File: src/rtl/scroll_sched.sv
// scroll_sched: endless-runner game state machine with ground scrolling, speed ramp and score.
module scroll_sched #(
  parameter int GNDW        = 2400,
  parameter int SPD_INIT    = 2,
  parameter int SPD_MAX     = 8,
  parameter int RAMP_FRAMES = 600,
  parameter int DEAD_HOLD   = 60
) (
  input  logic        clk,
  input  logic        rst,
  input  logic        frame_tick,
  input  logic        btn_start,
  input  logic        collide,
  output logic [1:0]  gamestate,
  output logic [11:0] gnd_pos,
  output logic [3:0]  speed,
  output logic        step,
  output logic [15:0] score
);
  localparam logic [1:0] IDLE = 2'b00, RUN = 2'b01, DEAD = 2'b10;
  localparam int RW = $clog2(RAMP_FRAMES + 1);
  localparam int HW = $clog2(DEAD_HOLD + 1);
  logic [1:0] state_q, state_d;
  logic btn_q, armed_q, armed_d, step_q, step_d, press, ramp_end;
  logic [11:0] gnd_q, gnd_d;
  logic [12:0] sum;
  logic [3:0] spd_q, spd_d;
  logic [15:0] score_q, score_d;
  logic [RW-1:0] ramp_q, ramp_d;
  logic [HW-1:0] hold_q, hold_d;
  // a button held through reset must be seen released before it can count as a press
  always_comb begin
    armed_d = armed_q | ~btn_start;
    press = btn_start & ~btn_q & armed_q;
    sum = {1'b0, gnd_q} + {9'b0, spd_q};
    ramp_end = ramp_q == RW'(RAMP_FRAMES - 1);
    state_d = state_q;
    gnd_d = gnd_q;
    spd_d = spd_q;
    score_d = score_q;
    ramp_d = ramp_q;
    hold_d = hold_q;
    step_d = 1'b0;
    if (state_q == IDLE) begin
      gnd_d = '0;
      spd_d = 4'(SPD_INIT);
      if (press) begin
        state_d = RUN;
        score_d = '0;
        ramp_d = '0;
      end
    end else if (state_q == RUN) begin
      if (collide) begin
        state_d = DEAD;
        hold_d = '0;
      end else if (frame_tick) begin
        step_d = 1'b1;
        gnd_d = 12'(sum >= 13'(GNDW) ? sum - 13'(GNDW) : sum);
        score_d = score_q + 16'(!(&score_q));
        ramp_d = ramp_end ? '0 : ramp_q + RW'(1);
        spd_d = (ramp_end && spd_q < 4'(SPD_MAX)) ? spd_q + 4'd1 : spd_q;
      end
    end else if (state_q == DEAD) begin
      if (frame_tick && hold_q < HW'(DEAD_HOLD)) hold_d = hold_q + HW'(1);
      if (press && hold_q == HW'(DEAD_HOLD)) begin
        state_d = IDLE;
        gnd_d = '0;
        spd_d = 4'(SPD_INIT);
      end
    end else begin
      state_d = IDLE;
      gnd_d = '0;
      spd_d = 4'(SPD_INIT);
    end
  end
  always_ff @(posedge clk or posedge rst) begin
    if (rst) begin
      state_q <= IDLE;
      btn_q <= 1'b0;
      armed_q <= 1'b0;
      gnd_q <= '0;
      spd_q <= 4'(SPD_INIT);
      score_q <= '0;
      step_q <= 1'b0;
      ramp_q <= '0;
      hold_q <= '0;
    end else begin
      state_q <= state_d;
      btn_q <= btn_start;
      armed_q <= armed_d;
      gnd_q <= gnd_d;
      spd_q <= spd_d;
      score_q <= score_d;
      step_q <= step_d;
      ramp_q <= ramp_d;
      hold_q <= hold_d;
    end
  end
  assign gamestate = state_q;
  assign gnd_pos = gnd_q;
  assign speed = spd_q;
  assign step = step_q;
  assign score = score_q;
endmodule

File: config.mk
export PLATFORM = sky130hd
export DESIGN_NAME = scroll_sched
export DESIGN_NICKNAME = d
export VERILOG_FILES = /design/src/rtl/scroll_sched.sv
export SDC_FILE = /design/constraint.sdc
export NUM_CORES = 1
export LEC_CHECK = 0
export BUFFER_PORTS_ARGS = -buffer_cell sky130_fd_sc_hd__buf_4
export CORE_MARGIN = 2
export CORE_UTILIZATION = 63
export DETAILED_ROUTE_END_ITERATION = 8
export PLACE_DENSITY_LB_ADDON = 0.25
export SYNTH_ARGS = -nofsm -noshare
export SYNTH_HDL_FRONTEND = slang
export SYNTH_SLANG_ARGS = --single-unit
File: constraint.sdc
create_clock -name clk -period 5.2 [get_ports clk]
set_clock_uncertainty 0.2 [all_clocks]
set_input_delay 0.26 -clock clk [delete_from_list [all_inputs] [get_ports clk]]
set_output_delay 0.26 -clock clk [all_outputs]
set_load 0.1 [all_outputs]
Word level (Yosys, flattened, before mapping)
Index checks and enable logic that the tools add are counted.
{ "word_totals": {"regBits": 53, "latch_bits": 0, "ram_bits": 0, "romBits": 0, "input_bits": 5, "out_inout_bits": 35, "word_cells": 90, "memories": 0} }
{ "op_classes": {"addsub": 6, "multipliers": 0, "div": 0, "order_cmp": 3, "n_eq_ne": 12, "shift": 0, "n_mux": 39, "bitwise": 6, "reduce_logical": 15} }
{ "ops": {"columns": ["cell", "n"], "rows": [
  ["2-to-1 mux 12 bit", 7],
  ["2-to-1 mux 16 bit", 5],
  ["2-to-1 mux 10 bit", 6],
  ["2-to-1 mux 4 bit", 7],
  ["2-to-1 mux 6 bit", 4],
  ["adder 16 x 1 -> 16 bit", 1],
  ["AND reduction 16 bit", 1],
  ["adder 12 x 4 -> 13 bit", 1],
  ["greater-or-equal comparator 13 x 12 -> 1 bit, second input constant", 1],
  ["2-to-1 mux 2 bit", 6],
  ["AND reduction 4 bit", 3],
  ["subtractor 12 bit, second input constant", 1],
  ["adder 10 x 1 -> 10 bit, second input constant", 1],
  ["== test 10 bit, second input constant", 1],
  ["inequality test 3 bit, second input constant", 3],
  ["nonzero test 2 bit", 4],
  ["adder 6 x 1 -> 6 bit, second input constant", 1],
  ["== test 6 bit, second input constant", 1],
  ["less-than comparator 6 bit, second input constant", 1],
  ["AND reduction 3 bit", 2],
  ["adder 4 x 1 -> 4 bit, second input constant", 1],
  ["less-than comparator 4 bit, second input constant", 1],
  ["2-to-1 mux 1 bit", 4],
  ["inequality test 2 bit, second input constant", 2],
  ["other kinds (11)", 16]
]} }

Longest topological paths before layout
{ "logic_depth": {"word_depth": 8, "ltp_mapped": 16} }

Worst setup path after synthesis
Ideal clock, no wire load.
{ "synth_path": {"path_kind": "register -> register", "start": "reg spd_q[0] (netlist: speed[0])", "end": "reg gnd_q[10] (netlist: gnd_pos[10])", "setup_time_ps": 80, "arrival_ps": 3830, "setup_slack_ps": 1090, "stages_incl_launch_ff": 17, "n_path_buf": 0, "cell_sequence": "dfrtp_1 > ha_1 > fa_1 > a211oi_2 > nor2_4 > nand2_1 > xnor2_1 > ha_1 > a21o_1 > a21oi_1 > a21oi_1 > o221ai_2 > o211ai_4 > nor2_4 > mux2i_1 > a311o_1 > o211ai_2"} }
{ "synth_via": {"elab_chain_cells": 7, "elab_cells_between_ends": 8, "cone_classes": "add/sub (2); order compare (1); mux (5)"} }
{ "synth_lines": {"columns": ["item", "line", "text"], "rows": [
  ["from (decl)", "27", "logic [3:0] spd_q, spd_d;"],
  ["from (signal assigned)", "82", "spd_q <= 4'(SPD_INIT);"],
  ["from (signal assigned)", "92", "spd_q <= spd_d;"],
  ["adder 12 x 4 -> 13 bit (*)", "35", "sum = {1'b0, gnd_q} + {9'b0, spd_q};"],
  ["subtractor 12 bit or greater-or-equal comparator 13 x 12 -> 1 bit (tied branches)", "58", "gnd_d = 12'(sum >= 13'(GNDW) ? sum - 13'(GNDW) : sum);"],
  ["2-to-1 mux 12 bit (*)", "58", null],
  ["2-to-1 mux 12 bit (*)", "56", "end else if (frame_tick) begin"],
  ["2-to-1 mux 12 bit (*)", "53", "if (collide) begin"],
  ["2-to-1 mux 12 bit (*)", "52", "end else if (state_q == RUN) begin"],
  ["2-to-1 mux 12 bit (*)", "44", "if (state_q == IDLE) begin"],
  ["to (signal assigned)", "91", "gnd_q <= gnd_d;"],
  ["to (decl)", "25", "logic [11:0] gnd_q, gnd_d;"]
]} }
Every way passes the cells marked *; elsewhere a longest branch is shown, timed or not. The select of a mux whose other input is x is not followed.
A chain may end at the register's enable or synchronous reset.

Worst setup path in the final report
Ends and elaborated chain as after synthesis.

==> flow_metrics.py <==
metrics = {
    "global_route": {
        "grtUsageTotal_pct": 26.25,
        "grt_use_met1_pct": 36.05,
        "grt_max_degree": 54,
        "grt_overflow_total": 0,
        "use_met3_pct": 4.621,
        "grt_pass1_wl_um": 12580,
        "grt-busiest-layer": "met2",
        "grt_pass1_vias": 2656,
        "grtUsageMet2_pct": 42.68,
        "antenna_found_initial": 0,
    },
    "floorplan": {
        "start_util_pct": 64.84,
        "dieArea_mm2": 0.005782,
        "rows": 26,
        "ios": 40,
        "die_w_um": 76.04,
        "core_area_mm2": 0.005042,
        "die_h_um": 76.04,
    },
    "finish": {
        "final_common_cell": "dfrtp_1",
        "fin_util_pct": 73.65,
        "drive_above_1_share_pct": 16.54,
        "final_cell_mix": "dfrtp_1, nand2_1, buf_4, nor2_1, o21ai_0",
        "fin_cells": 475,
        "area_growth_pct": 13.59,
        "nNetsFinal": 421,
        "stdcell_area_mm2": 0.003714,
        "n_antenna_cell": 0,
    },
    "clock_tree": {
        "clock-sinks": 53,
        "htree_levels": 2,
        "worstSkewPairLatency_ns": 0.31,
        "cts_tree": "built",
        "clk_pin_slew_worst_paths_ns": 0.10,
        "ctsResizeCount": 0,
        "numCtsBuffers": 5,
        "postCtsHoldBufs": 2,
        "clk_path_buf_depth": 2,
        "ctsRootBufferMaster": "clkbuf_8",
        "cts_setup_buffers": 0,
    },
    "power": {
        "ir_worst_vdd_mv": 0.2386,
        "p_leak_nw": 1.696,
        "power.total_mw": 1.040,
        "p_per_area_mw_per_mm2": 280.0,
    },
    "sta": {
        "slew_headroom_pct": 54.25,
        "worstMarginPinSlew_ns": 0.6817,
        "finalHoldViolCount": 0,
        "fin_tns_setup_ns": 0,
        "finalSetupViolCount": 0,
        "whs_ns": 0.02900,
        "setup_ws_ns": 1.109,
        "fmax_mhz": 244.5,
        "layout_min_cycle_time_ns": 4.091,
        "min_period_over_period_pct": 78.66,
        "maxSlewViolCount": 0,
        "rsz0062_at_grt": "no",
    },
    "place": {
        "gp_congestion": 0.9501,
        "port_buffers": 39,
        "placed_cell_area_mm2": 0.003607,
        "place_inst": 465,
        "post-place-ws_ns": 1.274,
        "hpwl_um": 5135,
    },
    "synthesis": {
        "synth_cell_types": 61,
        "syn-num-nets": 384,
        "syn_inst": 367,
        "synth_xor_xnor_area_share_pct": 5.894,
        "synthMuxAreaShare_pct": 3.291,
        "synthAdderAreaFrac_pct": 4.822,
        "postSynth.asyncResetShare_pct": 100.0,
        "syn_area_per_cell_um2": 8.908,
        "ys_seq_area_share_pct": 40.60,
        "ys_ff_latch": 53,
        "synth_top_family_by_area": "simple AND/OR/NAND/NOR gates",
        "synth_compound_area_share_pct": 19.40,
        "syn_area_mm2": 0.003269,
        "ys.warnings.count": 0,
        "synth_edf_count": 0,
        "synth-simple-area-share_pct": 22.69,
        "ys.flop_type": "dfrtp_1",
    },
    "drt": {
        "vias_per_cell": 6.084,
        "final_antenna_net_count": 0,
        "drt_iter0_markers": 210,
        "route.detailed.wl_per_inst_um": 15.41,
        "firstDrtPassIters": 5,
        "num_vias": 2890,
        "remaining_drc_errors": 0,
        "wirelength_um": 7321,
    },
    "flow_run": {
        "cap_viol_max_count": 0,
    },
    "setup_path": {
        "arrival_ns": 4.09,
        "crit_required_ns": 5.20,
        "startpoint_type": "flip-flop",
        "slowest_stage": "dfrtp_1",
        "criticalPathCategory": "flip-flop to flip-flop",
        "cp_top_family": "compound AO/OA/AOI/OAI gates",
        "critical_path_buf_inv_count": 0,
        "cp_slowest_stage_delay_ns": 0.45,
        "cp-end-kind": "flip-flop",
        "crit_path_max_fanout": 10,
        "crit_chain": "ha_1 > fa_1 > a211oi_2 > nor2_4 > nand2_1 > xnor2_1 > ha_1 > a21o_1 > a21oi_1 > a21oi_1 > o221ai_2 > o211ai_4 > nor2_4 > a311oi_1 > a311o_1 > o211ai_2",
    },
    "status": {
        "status": "finished, final reports clean",
    },
    "hold_path": {
        "hold_class": "input port to flip-flop",
    },
}
[worst register-to-register path: cells and delay by family (launching register included)]
kind	cells	cell delay [ns]
simple gates	3	0.34
flops	1	0.45
fa+ha+maj	3	0.98
xor+xnor	1	0.17
compound gates	9	1.83
[state kept, by name, indices dropped and copies added (netlist names)]
name       count
score         16
gnd_pos       12
ramp_q        10
hold_q         6
speed          4
gamestate      2
armed_q        1
btn_q          1
step           1
[per-layer routing]
layer,part of all wire [%],vias up
li1,-,1378
met1,44,1367
met2,48,128
met3,6.2,17
met4,1.9,0
met5,0,-
[cells by family after synthesis]
kind of cell    after synthesis
compound gates               96
simple gates                150
fa+ha+maj                    12
mux                          10
flops                        53
buf+inv                      24
xor+xnor                     22
[Yosys cell counts, types with 7 or more instances]
master,instances,area [um2]
inv_1,10,37.54
o21ai_0,37,185.2
nand2_1,51,191.4
dfrtp_1,52,1301
a21oi_1,15,75.07
nand4_1,10,62.56
xnor2_1,7,61.31
nor2_1,38,142.6
and3_1,7,43.79
ha_1,11,137.6
xor2_1,15,131.4
nand3_1,8,40.04
mux2i_1,7,70.07
[worst paths after layout]
check / start / endpoint / slack (ns) / cells after the start
max in group asynchronous: rst / gnd_pos[9]$_DFFE_PP0P_ / 3.87 / 4
min in group asynchronous: rst / ramp_q[6]$_DFFE_PP0P_ / 0.48 / 4
hold reg to reg: armed_q$_DFF_PP0_ / armed_q$_DFF_PP0_ / 0.27 / 1
setup reg to reg: speed[0]$_DFFE_PP0P_ / gnd_pos[10]$_DFFE_PP0P_ / 1.11 / 16
hold / removal: collide / gamestate[1]$_DFFE_PP0P_ / 0.03 / 3
setup / recovery: speed[0]$_DFFE_PP0P_ / gnd_pos[10]$_DFFE_PP0P_ / 1.11 / 16
[final cells by class]
cell class                      instances  area, um2
Inverter                               10      37.54
Tap cell                               70      87.58
Clock buffer                            6      72.57
Multi-Input combinational cell        290       1839
Fill cell                             385       1329
Timing Repair Buffer                   44      335.3
Clock inverter                          2      13.76
Sequential cell                        53       1328
[power by group]
part	leakage [nW]	switching [mW]	internal [mW]	total (mW)
clock	0.0456	0.143	0.0965	0.240
combinational	0.929	0.233	0.0833	0.316
sequential	0.722	0.0387	0.445	0.484
total	1.70	0.415	0.625	1.04
No activity file was read; power rests on OpenSTA's default activity.
